`src/rtl/wb_pkg.sv`:
```
// Shared Wishbone definitions: bus width defaults, cycle/burst type codes and
// the arbiter state encoding.
package wb_pkg;

  localparam int unsigned AdrWDefault = 30;
  localparam int unsigned DatWDefault = 32;

  // Cycle type identifiers (cti)
  localparam logic [2:0] CtiClassic = 3'b000;
  localparam logic [2:0] CtiConst   = 3'b001;
  localparam logic [2:0] CtiIncr    = 3'b010;
  localparam logic [2:0] CtiEob     = 3'b111;

  // Burst type extensions (bte)
  localparam logic [1:0] BteLinear = 2'b00;
  localparam logic [1:0] BteWrap4  = 2'b01;
  localparam logic [1:0] BteWrap8  = 2'b10;
  localparam logic [1:0] BteWrap16 = 2'b11;

  typedef enum logic [1:0] {
    StIdle = 2'd0,
    StOwn0 = 2'd1,
    StOwn1 = 2'd2
  } arb_state_e;

endpackage

```
`src/rtl/wb_bus_watchdog.sv`:
```
// Bus watchdog: counts strobe cycles that have not been terminated and raises
// a one-cycle fire pulse when the wait reaches TIMEOUT cycles.
module wb_bus_watchdog #(
  parameter int unsigned TIMEOUT = 1024
) (
  input  logic clk_i,
  input  logic rst_ni,
  input  logic clr_i,
  input  logic stb_i,
  input  logic ack_i,
  input  logic err_i,
  output logic fire_o
);

  localparam logic [15:0] CntLast = 16'(TIMEOUT - 1);

  logic [15:0] cnt_q, cnt_d;

  // Fire in the TIMEOUT-th unterminated strobe cycle; a slave response wins.
  assign fire_o = stb_i && !ack_i && !err_i && (cnt_q == CntLast);

  // Next count: restart on any termination or when the owner leaves the bus.
  always_comb begin
    cnt_d = cnt_q;
    if (clr_i || ack_i || err_i || fire_o) begin
      cnt_d = '0;
    end else if (stb_i) begin
      cnt_d = cnt_q + 16'd1;
    end
  end

  // Count register with synchronous reset.
  always_ff @(posedge clk_i) begin
    if (!rst_ni) begin
      cnt_q <= '0;
    end else begin
      cnt_q <= cnt_d;
    end
  end

endmodule

```
`src/rtl/wb_master_arbiter.sv`:
```
// Two-master, one-slave Wishbone arbiter. Round-robin grant taken only from
// idle; the owner keeps the bus for its whole cyc so bursts are never split.
module wb_master_arbiter
  import wb_pkg::*;
#(
  parameter int unsigned ADR_W   = AdrWDefault,
  parameter int unsigned DAT_W   = DatWDefault,
  parameter int unsigned TIMEOUT = 1024
) (
  input  logic               clk48,
  input  logic               rst_n,
  // master 0
  input  logic [ADR_W-1:0]   m0_adr,
  input  logic [DAT_W-1:0]   m0_dat_w,
  output logic [DAT_W-1:0]   m0_dat_r,
  input  logic [DAT_W/8-1:0] m0_sel,
  input  logic               m0_cyc,
  input  logic               m0_stb,
  input  logic               m0_we,
  input  logic [2:0]         m0_cti,
  input  logic [1:0]         m0_bte,
  output logic               m0_ack,
  output logic               m0_err,
  // master 1
  input  logic [ADR_W-1:0]   m1_adr,
  input  logic [DAT_W-1:0]   m1_dat_w,
  output logic [DAT_W-1:0]   m1_dat_r,
  input  logic [DAT_W/8-1:0] m1_sel,
  input  logic               m1_cyc,
  input  logic               m1_stb,
  input  logic               m1_we,
  input  logic [2:0]         m1_cti,
  input  logic [1:0]         m1_bte,
  output logic               m1_ack,
  output logic               m1_err,
  // slave
  output logic [ADR_W-1:0]   s_adr,
  output logic [DAT_W-1:0]   s_dat_w,
  output logic [DAT_W/8-1:0] s_sel,
  output logic               s_we,
  output logic [2:0]         s_cti,
  output logic [1:0]         s_bte,
  output logic               s_cyc,
  output logic               s_stb,
  input  logic [DAT_W-1:0]   s_dat_r,
  input  logic               s_ack,
  input  logic               s_err,
  // status
  output logic [1:0]         grant,
  output logic               timeout_evt
);

  arb_state_e state_q;
  logic       last_owner_q;
  logic [1:0] grant_q;

  logic own0, own1;
  logic own_cyc, own_stb;
  logic wd_fire;

  assign own0 = (state_q == StOwn0);
  assign own1 = (state_q == StOwn1);

  // Arbitration FSM: grant from idle only, release when the owner drops cyc.
  always_ff @(posedge clk48) begin
    if (!rst_n) begin
      state_q      <= StIdle;
      last_owner_q <= 1'b1;
      grant_q      <= 2'b00;
    end else begin
      unique case (state_q)
        StIdle: begin
          if (m0_cyc && (!m1_cyc || last_owner_q)) begin
            state_q <= StOwn0;
            grant_q <= 2'b01;
          end else if (m1_cyc) begin
            state_q <= StOwn1;
            grant_q <= 2'b10;
          end
        end
        StOwn0: begin
          if (!m0_cyc) begin
            state_q      <= StIdle;
            last_owner_q <= 1'b0;
            grant_q      <= 2'b00;
          end
        end
        StOwn1: begin
          if (!m1_cyc) begin
            state_q      <= StIdle;
            last_owner_q <= 1'b1;
            grant_q      <= 2'b00;
          end
        end
        default: begin
          state_q <= StIdle;
          grant_q <= 2'b00;
        end
      endcase
    end
  end

  // Slave-side mux; m0 values sit on the bus when idle since they are ignored.
  always_comb begin
    s_adr   = m0_adr;
    s_dat_w = m0_dat_w;
    s_sel   = m0_sel;
    s_we    = m0_we;
    s_cti   = m0_cti;
    s_bte   = m0_bte;
    own_cyc = 1'b0;
    own_stb = 1'b0;
    if (own1) begin
      s_adr   = m1_adr;
      s_dat_w = m1_dat_w;
      s_sel   = m1_sel;
      s_we    = m1_we;
      s_cti   = m1_cti;
      s_bte   = m1_bte;
      own_cyc = m1_cyc;
      own_stb = m1_stb;
    end else if (own0) begin
      own_cyc = m0_cyc;
      own_stb = m0_stb;
    end
  end

  // The watchdog's fire cycle withdraws the strobe so the slave drops it.
  assign s_cyc = own_cyc;
  assign s_stb = own_stb & ~wd_fire;

  assign m0_dat_r = s_dat_r;
  assign m1_dat_r = s_dat_r;
  assign m0_ack   = own0 & s_ack;
  assign m1_ack   = own1 & s_ack;
  assign m0_err   = own0 & (s_err | wd_fire);
  assign m1_err   = own1 & (s_err | wd_fire);

  assign grant       = grant_q;
  assign timeout_evt = wd_fire;

  wb_bus_watchdog #(
    .TIMEOUT(TIMEOUT)
  ) u_watchdog (
    .clk_i (clk48),
    .rst_ni(rst_n),
    .clr_i (~own_cyc),
    .stb_i (own_cyc & own_stb),
    .ack_i (s_ack),
    .err_i (s_err),
    .fire_o(wd_fire)
  );

endmodule

```
`config.mk`:
```
export PLATFORM = sky130hd
export DESIGN_NAME = wb_master_arbiter
export DESIGN_NICKNAME = d
export VERILOG_FILES = /design/src/rtl/wb_pkg.sv /design/src/rtl/wb_bus_watchdog.sv /design/src/rtl/wb_master_arbiter.sv
export SDC_FILE = /design/constraint.sdc
export NUM_CORES = 1
export LEC_CHECK = 0
export ABC_AREA = 1
export CORE_AREA = 2 2 127 129
export CTS_CLUSTER_SIZE = 20
export DETAILED_ROUTE_END_ITERATION = 12
export DIE_AREA = 0 0 129 131
export HOLD_SLACK_MARGIN = 0.1
export SLEW_MARGIN = 10
export SYNTH_ARGS = -nofsm -noshare
export SYNTH_HDL_FRONTEND = slang
export SYNTH_SLANG_ARGS = --single-unit
export TNS_END_PERCENT = 5
```
`constraint.sdc`:
```
create_clock -name clk48 -period 1.7 [get_ports clk48]
set_clock_uncertainty 0.2 [all_clocks]
set_input_delay 0.17 -clock clk48 [delete_from_list [all_inputs] [get_ports clk48]]
set_output_delay 0.17 -clock clk48 [all_outputs]
set_load 0.03 [all_outputs]
```
==> run metrics, run 1 <==
status=finished, violations left; failing checks=setup timing; CTS tree=built; slew margin rel.=0.769; largest net degree at the start of global routing=25; vias per cell=3.87; Initial DRT Pass Iterations=4; post-synth top area cell=nand2_1; Total Power=2420 µW; ranking of synthesized cells by area=nand2_1 (41%), buf_4 (20%), dfxtp_1 (15%); Inserted Clock Buffers=3; Post-Route WL=14600 µm; WL per Instance=16.3 µm; total number of vias=3474; root buffer cell=clkbuf_16; Max clock buf depth=2; RSZ-0062 raised after global routing=true; fin worst setup slack=-273 ps; Slew Viols, Final=0; syn_nets=655; CP max FO=3; nets=868; DP Area=4710 µm²; Final Instance Area=5560 µm²; first-pass GRT wire length=18900 µm; H-Tree Depth=1; ratio of cells with drive above 1 in the final layout=0.321; 1st-iter DRT viols=129; vias in the first global route=3062; leakage power=0.00245 µW; area share of the largest cell type after synthesis=0.405; sequential area share after synthesis=0.154; arrival time at the worst endpoint=1600 ps; WP data required=1330 ps; Max IR drop VDD=431 µV; PD cells=435 nW/µm²; mapped cell area=2460 µm²; maximum clock frequency=0.507 GHz; Top Ports=329; GRT overflow=0; flops & latches, synth=19; Detail Placement HPWL=11600 µm; YS warnings=0; Die W=129 µm; # clock sinks=19; Layout area overhead=125%; antenna-violating nets left=0; Distinct cells, synth=24; I/O Buffers=232; Die Footprint=16900 µm²; Placement Rows=46; post-route clock period utilization=1.16; WS Path Type=reg2out; antenna cell count=0; chip height=131 µm; gpl congestion=0.809; Final Hold Fails=0; DP Worst Slack=-515 ps; clk slew on worst S/H paths=60 ps; setup violators final=80; max cap viols=0; worst slew pin tran=346 ps; Initial Util=0.158; Worst-Skew Late Latency=260 ps; Hold Crit Class=in2out; core footprint=15600 µm²; Remaining DRCs=0; placed instance count=881; fin crit period=1970 ps; total track usage=0.153; Post-Synthesis Cells=470; non-filler cells, final=898; Mean Syn Cell Area=5.24 µm²; initial antenna violation count=0; hold_buf cts=0; Worst Setup Start Kind=register; CP Capture Type=primary output
cell usage after synthesis:
| library cell | n |
|---|---|
| clkbuf_1 | 10 |
| nand2_1 | 266 |
| dfxtp_1 | 19 |
| a21oi_1 | 7 |
| xor2_1 | 2 |
| a21oi_2 | 9 |
| buf_1 | 4 |
| nor2_2 | 2 |
| o21ai_0 | 7 |
| a21boi_0 | 1 |
| nand3_1 | 13 |
| o211ai_1 | 1 |
| nand4_1 | 5 |
| buf_2 | 1 |
| ha_1 | 1 |
| nor3_1 | 3 |
| buf_4 | 65 |
| o2111a_1 | 1 |
| buf_6 | 1 |
| inv_2 | 3 |
| inv_1 | 21 |
| nor2_1 | 26 |
| or2_2 | 1 |
| a31oi_1 | 1 |
metrics by stage:
stage | util | setup TNS [ps] | hold WS, ps
after floorplan | - | -1260 | 68.6
after global placement | 0.302 | -4920 | 140
after detailed placement | 0.302 | -5560 | 140
after CTS | 0.343 | -19990 | 140
after global routing | 0.356 | -22470 | 140
final | 0.356 | -15590 | 140
final timing paths:
check,from,slack (ps),depth (start not counted),end
max,u_watchdog.cnt_q[1],-270,9,m1_err
min,s_dat_r[28],140,0,m0_dat_r[28]
max reg2reg,grant[0],-30,10,u_watchdog.cnt_q[2]
min reg2reg,last_owner_q,290,1,grant[1]
power by group:
part	switching (µW)	internal (µW)
logic	707	744
clock network	196	319
registers	4.92	448
total	908	1510
sequential cells by signal, summed over array words and instances, names as in the netlist:
register          count
last_owner_q          1
u_watchdog.cnt_q     16
grant                 2
cells in the final DEF (no fill, tap or decap), drive strengths merged:
cell type and n:
clkbuf 5, clkdlybuf4s50 151, nor3 3, nand4 5, nand3 13, a21boi 1, a21oi 16, nor2 28
ha 1, buf 136, clkinvlp 1, o2111a 1, nand2 266, dfxtp 19, inv 24, or2 1
o211ai 1, xor2 2, o21ai 7, a31oi 1
area by class of cell:
| class | count | area (µm²) |
|---|---|---|
| fill | 1657 | 10000 |
| timing repair buffer | 289 | 3040 |
| multi-input combinational | 346 | 1670 |
| sequential | 19 | 392 |
| tap | 216 | 270 |
| inverter | 24 | 103 |
| clock buffer | 3 | 75.1 |
| clock inverter | 1 | 7.51 |
cell families after synthesis:
logic type                 synth area share
xor gates and xnor gates            0.00711
DFF                                   0.154
and+or+nand+nor                       0.497
AOI/OAI and AO/OA                    0.0736
adders and majority gates           0.00508
buffers and inverters                 0.262
timing repair:
action / CTS / global route
pin swaps: 33 / 6
gates cloned: 5 / 2
setup endpoints to repair: 96 / 95
buffers inserted: 5 / 1
endpoints found under the hold margin: 0 / 0
resized for setup: 118 / 52
layer usage:
metal / vias to the layer above / global-route usage / routed length [µm]
met1: 1478 / 0.170 / 5260
met5: - / 0 / 0
li1: 1801 / - / -
met4: 0 / 0.0217 / 195
met2: 183 / 0.290 / 8080
met3: 12 / 0.0505 / 1090
critical path, cell delays in order, from the launching register on:
cell and delay (ps):
dfxtp_2 350, ha_4 150, nand3_4 80, nor2_4 100, nand2_1 70, nor2_2 140, nand2_2 80, buf_6 130
a21oi_4 110, buf_6 140
Power figures use the tool's default switching activity.
==> inputs of run 2 (changes only) <==
==> constraint.sdc (replaced) <==
create_clock -name clk48 -period 1.78 [get_ports clk48]
set_clock_uncertainty 0.2 [all_clocks]
set_input_delay 0.178 -clock clk48 [delete_from_list [all_inputs] [get_ports clk48]]
set_output_delay 0.178 -clock clk48 [all_outputs]
set_load 0.03 [all_outputs]
==> run metrics, run 2 (synthesis results as in run 1) <==
DP Area=4640 µm²; Detail Placement HPWL=10300 µm; PD cells=423 nW/µm²; ratio of cells with drive above 1 in the final layout=0.253; Max clock buf depth=2; H-Tree Depth=1; slew margin rel.=0.767; M3 GR Usage=0.0358; # clock sinks=19; post-route clock period utilization=1.08; RSZ-0062 raised after global routing=true; antenna-violating nets left=0; GRT overflow=0; antenna cell count=0; critical path's slowest cell=dfxtp_2; Initial Util=0.158; WL per Instance=13.9 µm; initial antenna violation count=0; chip height=131 µm; GRT busiest layer=met2; Die W=129 µm; Worst Setup Start Kind=register; post-layout util=0.331; WS Path Type=reg2out; nets=850; leakage power=0.00231 µW; Final Hold Fails=0; worst reg2reg path startpoint=u_watchdog.cnt_q[0]; Inserted Clock Buffers=3; core footprint=15600 µm²; Post-Route WL=12300 µm; fin crit period=1930 ps; fin worst setup slack=-150 ps; clk slew on worst S/H paths=50 ps; Largest register FFs=16; most common cell after layout, fill and taps aside=nand2_1; Most Frequent Cell on Critical Path=nor2_4; commonest cells after routing, fill and taps aside=nand2_1 (252), clkdlybuf4s50_1 (152), buf_6 (68), buf_4 (41), nor2_1 (21); total track usage=0.126; Slew Viols, Final=0; worst slew pin tran=349 ps; Placement Rows=46; CP Capture Type=primary output; total number of vias=3360; worst-path cell chain=ha_4, nand3_4, nor2_4, nand2_2, nor2_4, nand2_4, a21oi_2, buf_6; Layout area overhead=110%; max incr delay on CP=350 ps; max cap viols=0; Worst-Skew Late Latency=260 ps; maximum clock frequency=0.518 GHz; Remaining DRCs=0; CP max FO=4; Initial DRT Pass Iterations=4; Fill cells=1665; largest reg by FF count=u_watchdog.cnt_q; status=finished, violations left; Max IR drop VDD=299 µV; vias in the first global route=2976; failing checks=setup timing; vias per cell=3.82; Hold Path Origin=s_dat_r[16]; first-pass GRT wire length=16200 µm; largest net degree at the start of global routing=47; Hold Crit Class=in2out; arrival time at the worst endpoint=1550 ps; Worst Setup SP=u_watchdog.cnt_q[0]; 1st-iter DRT viols=125; gpl congestion=0.898; WP data required=1400 ps; Final Instance Area=5170 µm²; met1 Use GR=0.150; Top Ports=329; Die Footprint=16900 µm²; root buffer cell=clkbuf_16; I/O Buffers=232; hold_buf cts=0; setup violators final=63; CTS tree=built; setup TNS=-1600 ps; grt met2 use=0.215
run 2: changes by cell type in the layout (fill, tap and decap cells not counted), sizes merged:
| cell | before | now |
|---|---|---|
| clkdlybuf4s50 | 151 | 152 |
| clkinvlp | 1 | 0 |
| buf | 136 | 118 |
run 2: stage by stage:
step	total power [µW]	hold WS [ps]	std cells	worst slack [ps]
final	2190	156	880	-150
after global routing	2310	156	880	-217
after CTS	2160	156	873	-195
after detailed placement	1600	156	869	-210
after global placement	1600	156	869	-209
after floorplan	1190	76.6	470	-52.2
run 2: final cells by class:
class                      instances  area (µm²)  area share
sequential                        19         390      0.0755
tap                              216         270      0.0523
clock buffer                       4        78.8      0.0152
timing repair buffer             271        2790       0.540
multi-input combinational        346        1550       0.299
inverter                          24        92.6      0.0179
run 2: timing repair:
| item | CTS | global route |
|---|---|---|
| setup buffers | 0 | 6 |
| pin swaps | 7 | 24 |
| gates cloned | 0 | 1 |
| gates resized for setup | 64 | 43 |
| endpoints found under the setup margin | 66 | 93 |
run 2: per-layer routing:
layer | wire, µm | vias to the layer above
met5 | 0 | -
met3 | 1080 | 40
met1 | 4680 | 1410
li1 | - | 1758
met2 | 6140 | 152
met4 | 351 | 0
run 2: path summary, 6_finish.rpt:
path                            cells past startpoint                   to  slack, ps
worst min register to register                      1             grant[1]        270
worst max-delay path                                8               m1_err       -150
worst max register to register                      9  u_watchdog.cnt_q[4]         50
worst min-delay path                                0         m1_dat_r[16]        160
run 2: power by group:
part           switching (µW)  leakage (µW)  internal, µW
Combinational             616       0.00212           663
Clock                     167     0.0000382           305
Sequential               6.58      0.000156           428
Total                     790       0.00231          1400
run 2: critical path, delay by kind of cell, from the launching register on:
family,cells,cell delay (ps)
simple gates,5,490
buf+inv,1,140
flops,1,350
compound gates,1,160
fa+ha+maj,1,150
==> inputs of run 3 (changes only) <==
--- a/config.mk
+++ b/config.mk
@@ -10,8 +10,9 @@
 export CTS_CLUSTER_SIZE = 20
 export DETAILED_ROUTE_END_ITERATION = 12
 export DIE_AREA = 0 0 129 131
+export GPL_TIMING_DRIVEN = 0
 export HOLD_SLACK_MARGIN = 0.1
-export SLEW_MARGIN = 10
+export SLEW_MARGIN = 20
 export SYNTH_ARGS = -nofsm -noshare
 export SYNTH_HDL_FRONTEND = slang
 export SYNTH_SLANG_ARGS = --single-unit
==> run metrics, run 3 (synthesis results as in run 1) <==
Top Ports=329; ratio of cells with drive above 1 in the final layout=0.307; Initial DRT Pass Iterations=4; 1st-iter DRT viols=202; Initial Util=0.158; Final Instance Area=6400 µm²; CP Capture Type=primary output; Final Hold Fails=0; setup TNS=-6940 ps; Worst-Skew Late Latency=250 ps; first-pass GRT wire length=19400 µm; Logic pwr share=0.660; Worst Setup Start Kind=register; GRT overflow=0; Max clock buf depth=2; DP Worst Slack=-860 ps; vias in the first global route=3483; nets=971; initial antenna violation count=0; CTS tree=built; antenna-violating nets left=0; leakage power=0.00287 µW; failing checks=setup timing; I/O Buffers=296; core footprint=15600 µm²; commonest cells after routing, fill and taps aside=nand2_1 (234), clkdlybuf4s50_1 (216), buf_4 (83), buf_6 (73), nand2_2 (26); CP max FO=4; WL per Instance=14.6 µm; net switching power=1010 µW; Die Footprint=16900 µm²; RSZ-0062 raised after global routing=true; DP Area=5720 µm²; largest net degree at the start of global routing=11; internal power=1630 µW; Layout area overhead=159%; clk slew on worst S/H paths=50 ps; chip height=131 µm; worst reg2reg path startpoint=grant[1]; status=finished, violations left; Hold Crit Class=reg2reg; Detail Placement HPWL=12100 µm; Worst Setup SP=u_watchdog.cnt_q[0]; gpl congestion=0.865; Max IR drop VDD=284 µV; max cap viols=0; Die W=129 µm; most common cell after layout, fill and taps aside=nand2_1; post-route clock period utilization=1.09; maximum clock frequency=0.514 GHz; Clock Power Share=0.176; WS Path Type=reg2out; Hold Path Origin=last_owner_q; switching share of power=0.382; PD cells=413 nW/µm²; slew margin rel.=0.770; total track usage=0.151; # clock sinks=19; sequential share of power=0.164; Remaining DRCs=0; Slew Viols, Final=0; H-Tree Depth=1; worst slew pin tran=344 ps; largest reg by FF count=u_watchdog.cnt_q; Inserted Clock Buffers=3; setup violators final=70; root buffer cell=clkbuf_16; fin crit period=1940 ps; Largest register FFs=16; Placement Rows=46; vias per cell=3.83; Post-Route WL=14600 µm; antenna cell count=0; WP data required=1400 ps; fin worst setup slack=-165 ps; arrival time at the worst endpoint=1570 ps; total number of vias=3833
## run 3: cell count changes in the layout (fill, tap and decap cells not counted), sizes merged
cell	delta
buf	+43
bufbuf	+2
clkbuf	+8
clkdlybuf4s15	+3
clkdlybuf4s50	+64
dlygate4sd2	+1
## run 3: path summary, 6_finish.rpt
| check | end | slack (ps) | cells past startpoint |
|---|---|---|---|
| setup reg to reg | u_watchdog.cnt_q[10] | 50 | 9 |
| hold / removal | grant[1] | 250 | 1 |
| setup / recovery | m1_err | -160 | 8 |
| hold reg to reg | grant[1] | 250 | 1 |
## run 3: through the flow
stage	total power [µW]	utilization	std cells	hold slack [ps]
after detailed placement	2040	0.366	982	244
after global placement	2040	0.366	982	241
after floorplan	1190	-	470	76.6
after CTS	2640	0.402	997	249
final	2640	0.410	1001	251
after global routing	2760	0.410	1001	262
## run 3: metal layers
| metal | global-route usage | wire [µm] |
|---|---|---|
| met5 | 0 | 0 |
| met4 | 0.0614 | 531 |
| met1 | 0.183 | 5740 |
| met2 | 0.264 | 7230 |
| met3 | 0.0281 | 1080 |
## run 3: critical path, stage by stage (launching register included)
cell and delay [ps]:
dfxtp_2 350, ha_4 150, nand3_4 80, nor2_4 110, nand2_1 70, nor2_2 120, nand2_2 120, a21oi_2 170
buf_6 140
## run 3: power groups by stage
| stage | combinational (µW) | sequential, µW | clock [µW] |
|---|---|---|---|
| after detailed placement | 1590 | 445 | 0 |
| after floorplan | 745 | 449 | 0 |
| after global placement | 1590 | 445 | 0 |
| after global routing | 1840 | 434 | 494 |
| after CTS | 1730 | 434 | 475 |
| final | 1740 | 433 | 465 |
## run 3: final cells by class
type	count	area [µm²]
fill	1598	9200
timing repair buffer	311	3210
multi-input combinational	346	1610
buffer	81	727
sequential	19	393
tap	216	270
inverter	24	100
clock buffer	4	78.8
## run 3: repair_timing
item | CTS | global route
setup endpoints to repair | 89 | 96
hold buffers | 0 | 0
buffers inserted | 8 | 4
pin swaps | 7 | 7
cloned | 3 | 0
resized for setup | 611 | 33
